[src/rtl/qlogic_shift_reg_if.sv]
// qlogic_shift_reg_if
// Bundles the control, data and status signals of qlogic_shift_reg so that
// the register and whatever drives it share one port.
//   master : drives S, E, MODE, SI, D and observes QZ, SO, CNT, DONE
//   slave  : the register side, the reverse of master
// Clock (QCK) and reset (R) are not part of the bundle. They stay plain ports
// on the register.
interface qlogic_shift_reg_if #(
  parameter int WIDTH = 8
);
  localparam int CW = $clog2(WIDTH + 1);

  logic             S;
  logic             E;
  logic [1:0]       MODE;
  logic             SI;
  logic [WIDTH-1:0] D;
  logic [WIDTH-1:0] QZ;
  logic             SO;
  logic [CW-1:0]    CNT;
  logic             DONE;

  modport master (
    output S, E, MODE, SI, D,
    input  QZ, SO, CNT, DONE
  );

  modport slave (
    input  S, E, MODE, SI, D,
    output QZ, SO, CNT, DONE
  );
endinterface

[src/rtl/qlogic_shift_reg.sv]
// qlogic_shift_reg
// This is the WIDTH-bit form of the set/enable/reset flip-flop cell. It can
// hold, load in parallel, or shift left or right with a serial input and
// output. A saturating shift counter and a DONE flag are included so that
// serialiser and deserialiser chains can map onto one cell.
//   QCK       : clock. Every state change happens on its rising edge.
//   R         : synchronous reset, active-high. Has the highest priority.
//   bus.S     : synchronous set to all ones. Sits below R in priority.
//   bus.E     : enables the MODE operation.
//   bus.MODE  : 00 hold, 01 load, 10 shift left, 11 shift right.
//   bus.SI    : serial input bit.
//   bus.D     : parallel load data.
//   bus.QZ    : register contents.
//   bus.SO    : registered copy of the bit pushed out by the last shift.
//   bus.CNT   : number of shifts since the last load, set or reset.
//               It saturates at WIDTH.
//   bus.DONE  : CNT == WIDTH.
module qlogic_shift_reg #(
  parameter int               WIDTH = 8,
  parameter logic [WIDTH-1:0] INIT  = {WIDTH{1'b0}}
) (
  input  logic               QCK,
  input  logic               R,
  qlogic_shift_reg_if.slave  bus
);
  localparam int CW = $clog2(WIDTH + 1);
  localparam logic [CW-1:0] CNT_MAX = CW'(WIDTH);

  // Declaration initialisers give the simulation power-up state. On targets
  // that cannot preset flops, only the reset value applies.
  logic [WIDTH-1:0] qz_r  = INIT;
  logic             so_r  = 1'b0;
  logic [CW-1:0]    cnt_r = '0;

  logic [CW-1:0]    cnt_step;

  // The counter advances on a shift in either direction and stops at WIDTH.
  assign cnt_step = (cnt_r < CNT_MAX) ? cnt_r + 1'b1 : cnt_r;

  always_ff @(posedge QCK) begin
    if (R) begin
      qz_r  <= INIT;
      so_r  <= 1'b0;
      cnt_r <= '0;
    end else if (bus.S) begin
      qz_r  <= {WIDTH{1'b1}};
      so_r  <= 1'b0;
      cnt_r <= '0;
    end else if (bus.E) begin
      case (bus.MODE)
        2'b00: begin
        end
        2'b01: begin
          qz_r  <= bus.D;
          cnt_r <= '0;
        end
        2'b10: begin
          qz_r  <= {qz_r[WIDTH-2:0], bus.SI};
          so_r  <= qz_r[WIDTH-1];
          cnt_r <= cnt_step;
        end
        2'b11: begin
          qz_r  <= {bus.SI, qz_r[WIDTH-1:1]};
          so_r  <= qz_r[0];
          cnt_r <= cnt_step;
        end
        // An unknown MODE can only reach this branch in a four-state
        // simulator. There the state goes to X so the bad control is visible.
        default: begin
          qz_r  <= 'x;
          so_r  <= 1'bx;
          cnt_r <= 'x;
        end
      endcase
    end
  end

  assign bus.QZ   = qz_r;
  assign bus.SO   = so_r;
  assign bus.CNT  = cnt_r;
  assign bus.DONE = (cnt_r == CNT_MAX);

endmodule

[src/flat_wrapper.sv]
// flat-port wrapper written by rule: the top's interface ports become plain ports
module qlogic_shift_reg_flat 
#(
  parameter int               WIDTH = 8,
  parameter logic [WIDTH-1:0] INIT  = {WIDTH{1'b0}}
)
  (QCK, R, bus_S, bus_E, bus_MODE, bus_SI, bus_D, bus_QZ, bus_SO, bus_CNT, bus_DONE);
  qlogic_shift_reg_if #(.WIDTH(WIDTH)) bus_i ();
  input  logic QCK;
  input  logic R;
  input wire logic [$bits(bus_i.S)-1:0] bus_S;
  input wire logic [$bits(bus_i.E)-1:0] bus_E;
  input wire logic [$bits(bus_i.MODE)-1:0] bus_MODE;
  input wire logic [$bits(bus_i.SI)-1:0] bus_SI;
  input wire logic [$bits(bus_i.D)-1:0] bus_D;
  output wire logic [$bits(bus_i.QZ)-1:0] bus_QZ;
  output wire logic [$bits(bus_i.SO)-1:0] bus_SO;
  output wire logic [$bits(bus_i.CNT)-1:0] bus_CNT;
  output wire logic [$bits(bus_i.DONE)-1:0] bus_DONE;
  assign bus_i.S = bus_S;
  assign bus_i.E = bus_E;
  assign bus_i.MODE = bus_MODE;
  assign bus_i.SI = bus_SI;
  assign bus_i.D = bus_D;
  assign bus_QZ = bus_i.QZ;
  assign bus_SO = bus_i.SO;
  assign bus_CNT = bus_i.CNT;
  assign bus_DONE = bus_i.DONE;
  qlogic_shift_reg #(.WIDTH(WIDTH), .INIT(INIT)) u_core (.QCK(QCK), .R(R), .bus(bus_i));
endmodule
[config.mk]
export PLATFORM = sky130hd
export DESIGN_NAME = qlogic_shift_reg_flat
export DESIGN_NICKNAME = d
export VERILOG_FILES = /design/src/rtl/qlogic_shift_reg_if.sv /design/src/rtl/qlogic_shift_reg.sv /design/src/flat_wrapper.sv
export SDC_FILE = /design/constraint.sdc
export NUM_CORES = 1
export LEC_CHECK = 0
export ABC_AREA = 1
export BUFFER_PORTS_ARGS = -buffer_cell sky130_fd_sc_hd__buf_2
export CAP_MARGIN = 30
export CORE_MARGIN = 4
export CORE_UTILIZATION = 47
export DETAILED_ROUTE_END_ITERATION = 7
export PLACE_DENSITY = 0.79
export SLEW_MARGIN = 25
export SYNTH_ARGS = -nofsm -noshare
export SYNTH_HDL_FRONTEND = slang
export SYNTH_SLANG_ARGS = --single-unit
[constraint.sdc]
create_clock -name QCK -period 1.3 [get_ports QCK]
set_input_delay 0 -clock QCK [delete_from_list [all_inputs] [get_ports QCK]]
set_output_delay 0 -clock QCK [all_outputs]
set_load 0.03 [all_outputs]
Word-level counts from Yosys, hierarchy flattened
Cells that the tools add are included.

$add $sub $neg: 1. Order comparisons: 1. Eq/ne operators: 5. Mux-type cells: 6. Reduce and logical (&&, ||, !) cells: 9.

Operators with widths (count): $pmux W8 S3 (1); $mux W8 (2); $pmux W4 S2 (1); $reduce_bool A2 Y1 (3); $add A4 B1 Y4 const B (1); $eq A2 B2 Y1 const B (2); $eq A4 B4 Y1 const B (1); $lt A4 B4 Y1 const B (1); $mux W4 (1); $reduce_and A2 Y1 (2); $reduce_bool A4 Y1 (1); $reduce_or A2 Y1 (2); $reduce_and A3 Y1 (1); $eq A2 B1 Y1 const B (1); $ne A2 B1 Y1 const B (1); $pmux W1 S2 (1).

Flip-flop bits (word level): 13. Input bits: 15. Output and inout bits: 14. Logic and storage cells: 25.

Logic depth before layout (Yosys ltp)
Depth in word-level cells: 4. Mapped depth: 8.

Least setup slack after synthesis
OpenSTA, ideal clock, no wires.

Path kind: flip-flop to flip-flop. From: register u_core.cnt_r[0] (netlist: u_core.bus.CNT[0]). To: register u_core.cnt_r[1] (netlist: u_core.bus.CNT[1]). Setup time: 0.114 ns. Data arrival time: 1.103 ns. Required time: 1.186 ns. Slack: 0.084 ns. Stages on the path, launching flop included: 7. Path buffers: 0. Cell sequence: dfxtp_1 inv_1 ha_1 nand2_1 nand2_1 nand2_1 nor2_1.

Cells in the longest elaborated chain, start to end: 3. Elaborated cells on any way between the ends: 6. Classes of those cells: add/sub (1); order compare (1); eq/ne (1); mux (2); reduce/logical (1).

RTL lines: from (decl) (line qlogic_shift_reg.sv:33) `logic [CW-1:0] cnt_r = '0;`; from (signal assigned) (line qlogic_shift_reg.sv:60) `cnt_r <= cnt_step;`; from (signal assigned) (line qlogic_shift_reg.sv:65) `cnt_r <= cnt_step;`; $add A4 B1 Y4 / $lt A4 B4 Y1 (equally long branches) (line qlogic_shift_reg.sv:38) `assign cnt_step = (cnt_r < CNT_MAX) ? cnt_r + 1'b1 : cnt_r;`; $mux W4 / $ne A2 B1 Y1 (equally long branches); $pmux W4 S2 / $reduce_and A3 Y1 (equally long branches).

Parallel ways exist; a longest one is shown, timed or not. The select of a mux whose other input is x is not followed. A chain may end at the register's enable or synchronous reset.

Final worst setup path
From: register u_core.cnt_r[1] (netlist: u_core.bus.CNT[1]). To: output port bus_DONE.

Cells in the longest elaborated chain, start to end: 1.

RTL lines: $eq A4 B4 Y1 (line qlogic_shift_reg.sv:81) `assign bus.DONE = (cnt_r == CNT_MAX);`; to (decl) (line flat_wrapper.sv:19) `output wire logic [$bits(bus_i.DONE)-1:0] bus_DONE;`.

Every way passes these cells.

==> reports/qor.csv <==
stage,metric,value,unit
outcome,status,"finished, final reports clean",
clock_tree,H-tree depth,1,
setup_path,CP Capture Type,output pin,
sta,RSZ-0062 raised after global routing,no,
setup_path,worst reg2reg endpoint,u_core.bus.CNT[1],
sta,worst setup margin,107,ps
route,drt initial violations,17,
synthesis,cell taking the most area after synthesis,dfxtp_1,
route,drt pass-1 iters,4,
global_route,antenna violations before repair,0,
sta,worst clock skew,5.74,ps
clock_tree,Clk Tree Root Cell,clkbuf_4,
synthesis,syn_area_per_cell,6.19,sq um
setup_path,cell family with most CP delay,flip-flops,
floorplanning,height of the die,48.3,microns
sta,Max Slew Vio Count,0,
global_route,total congestion overflow,0,
sta,"Hold Violations, Final",0,
synthesis,distinct cell type count after synthesis,17,
setup_path,CP max stage cell,dfxtp_1,
floorplanning,Die X,48.3,microns
clock_tree,Post-CTS Setup Inserts,0,
pwr,Sw Ratio,0.342,
sta,total negative slack,0,ps
floorplanning,full die area,0.00233,sq mm
global_route,vias in the first global route,692,
pwr,Leak,0.487,nW
cells_and_area,Fillers,162,
clock_tree,CTS Buf Count,3,
synthesis,"Seq/Total Area, Yosys",0.342,
floorplanning,Core Box Area,0.00152,sq mm
pwr,P per Cell Area,1020,mW/mm^2
route,routed via count,857,
route,DR DRC count,0,
sta,Max Clock Freq,838,MHz
setup_path,CP peak stage delay,380,ps
pwr,combinational share of power,0.246,
placed_design,post-detail-place hpwl,1.46,mm
global_route,total track usage,0.178,
setup_path,CP arrival,1190,ps
pwr,Max rail drop VDD,0.619,mV
clock_tree,Clock Path Buffers,2,
clock_tree,post-CTS sizing,0,
synthesis,"FF+latch count, synth",13,
route,"antenna viol nets, final",0,
pwr,clock share of power,0.273,
setup_path,"Max FO, Critical Path",4,
clock_tree,CTS tree,built,
worst_hold_path,Hold Path Depth,4,
pwr,Seq pwr share,0.481,
setup_path,CP Cell Sequence,inv_1 -> ha_1 -> nand2_1 -> nor2_1 -> buf_2,
synthesis,area fraction of the dominant cell type after synthesis,0.342,
synthesis,Netlist Area Pre-Place,762,sq um
setup_path,WP buf/inv,2,
setup_path,Required @ worst endpoint,1300,ps
job,Max-Cap Viols,0,
global_route,global-route wire length before repair,2.94,mm
sta,WHS,1.06,ps
cells_and_area,area added between synthesis and finish,22.0,%
placed_design,pre-CTS setup slack,255,ps
floorplanning,Initial Util,0.500,
setup_path,RR Startpoint,u_core.bus.CNT[1],
sta,ratio of final minimum period to clock period,0.918,
sta,Rel. slew slack,0.743,
route,post-DR vias/cell,5.10,
setup_path,reg2reg path depth,6,
synthesis,Synth warnings,0,
clock_tree,Clock Latency Late Sink,280,ps
worst_hold_path,hold path start,R,
synthesis,Synth area leaders,"dfxtp_1 (34%), nand2_1 (16%), nor2_1 (10%)",
setup_path,r2r setup slk,280,ps
sta,Worst-Margin Slew,382,ps
cells_and_area,share of cells above drive strength 1,0.243,
worst_hold_path,HP Class,in2reg,
route,DRT Wirelength,1.85,mm
global_route,pin count of the biggest net entering global routing,12,
sta,Final Setup Violations,0,
clock_tree,Post-CTS Hold Fix Bufs,0,
setup_path,CP Launch Type,flop,
floorplanning,Boundary Pins,29,
floorplanning,Cell Rows,14,
placed_design,port buffer count,28,
cells_and_area,antenna diode count,0,
placed_design,routability cong.,0.781,
route,Routed WL per cell,11.0,microns
pwr,Pint,0.621,mW
clock_tree,# clock sinks,13,
pwr,P_sw,0.323,mW
worst_hold_path,hold endpoint,u_core.bus.CNT[1],
clock_tree,"Clk pin slew, worst setup/hold paths",80,ps
setup_path,worst setup path class,reg2out,
synthesis,Mapped Cells,123,
cells_and_area,fin nets,170,
synthesis,syn_nets,140,
sta,Period minus WS final,1190,ps
final cells by class:
class                      count  area, sq um  share of cell area
timing repair buffer          28          140               0.151
sequential                    13          262               0.281
tap                           16         20.0              0.0215
clock buffer                   4         26.3              0.0283
multi-input combinational     95          437               0.470
inverter                      12         45.0              0.0485
power groups by stage:
stage                     Clock (mW)  Sequential (mW)  Combinational [mW]
after floorplan                    0            0.513               0.111
after CTS                      0.259            0.453               0.234
after global placement             0            0.461               0.231
after detailed placement           0            0.462               0.233
final                          0.257            0.454               0.233
after global routing           0.287            0.458               0.260
through the flow:
stage / util / cell area (sq um) / instances / power [mW]
4_1_cts: 0.609 / 928 / 168 / 0.946
6_report: 0.610 / 930 / 168 / 0.944
3_5_place_dp: 0.592 / 902 / 164 / 0.696
2_1_floorplan: - / 762 / 123 / 0.623
3_3_place_gp: 0.592 / 902 / 164 / 0.692
5_1_grt: 0.610 / 930 / 168 / 1.01
worst max-delay path by stage:
stage,startpoint,to,cells after the start
floorplan,u_core.bus.CNT[0],u_core.bus.CNT[1],6
global placement,u_core.bus.CNT[0],u_core.bus.CNT[1],6
detailed placement,u_core.bus.CNT[0],u_core.bus.CNT[1],6
CTS,u_core.bus.CNT[0],bus_DONE,5
global route,u_core.bus.CNT[0],bus_DONE,5
finish,u_core.bus.CNT[1],bus_DONE,5
cell usage after synthesis (all sizes together):
cell type / count
o21ai: 10
dfxtp: 13
a21oi: 10
ha: 2
nand4: 2
buf: 3
nor2: 22
nand2: 34
inv: 12
o22ai: 1
nand3: 14
registers in the layout, indices dropped and copies added, names as in the netlist:
register,cells
u_core.bus.QZ,8
u_core.bus.CNT,4
u_core.bus.SO,1
logic make-up after synthesis:
logic type | Yosys count | share of synthesized area
DFF | 13 | 0.342
AOI/OAI and AO/OA | 21 | 0.140
buffers and inverters | 15 | 0.0854
and+or+nand+nor | 72 | 0.401
adders and majority gates | 2 | 0.0328
worst register-to-register path, cell delays in order (launching register included):
cell	delay, ps
dfxtp_1	380
inv_1	80
ha_1	270
nand2_1	50
nand2_1	70
nand2_1	40
nor2_1	80
layout by cell type, fill, tap and decap left out:
master	synthesis	final
clkbuf_1	0	1
dfxtp_1	13	12
o21ai_1	8	8
nand4_1	2	2
nand2_1	32	32
nor2_2	1	1
inv_1	11	11
nand3_1	13	13
nand2_2	2	2
ha_1	2	2
nor2_1	21	21
buf_2	1	28
o22ai_1	1	1
dfxtp_2	0	1
a21oi_1	10	10
clkbuf_4	0	3
o21ai_0	2	2
nand3_2	1	1
inv_2	1	1
per-layer routing:
layer | vias up | global-route usage | share of wire
li1 | 458 | - | -
met1 | 380 | 0.251 | 0.48
met2 | 17 | 0.268 | 0.46
met3 | 2 | 0.0443 | 0.051
met4 | 0 | 0.0484 | 0.010
met5 | - | 0 | 0
Note: power is estimated with default switching activity, not from simulation.
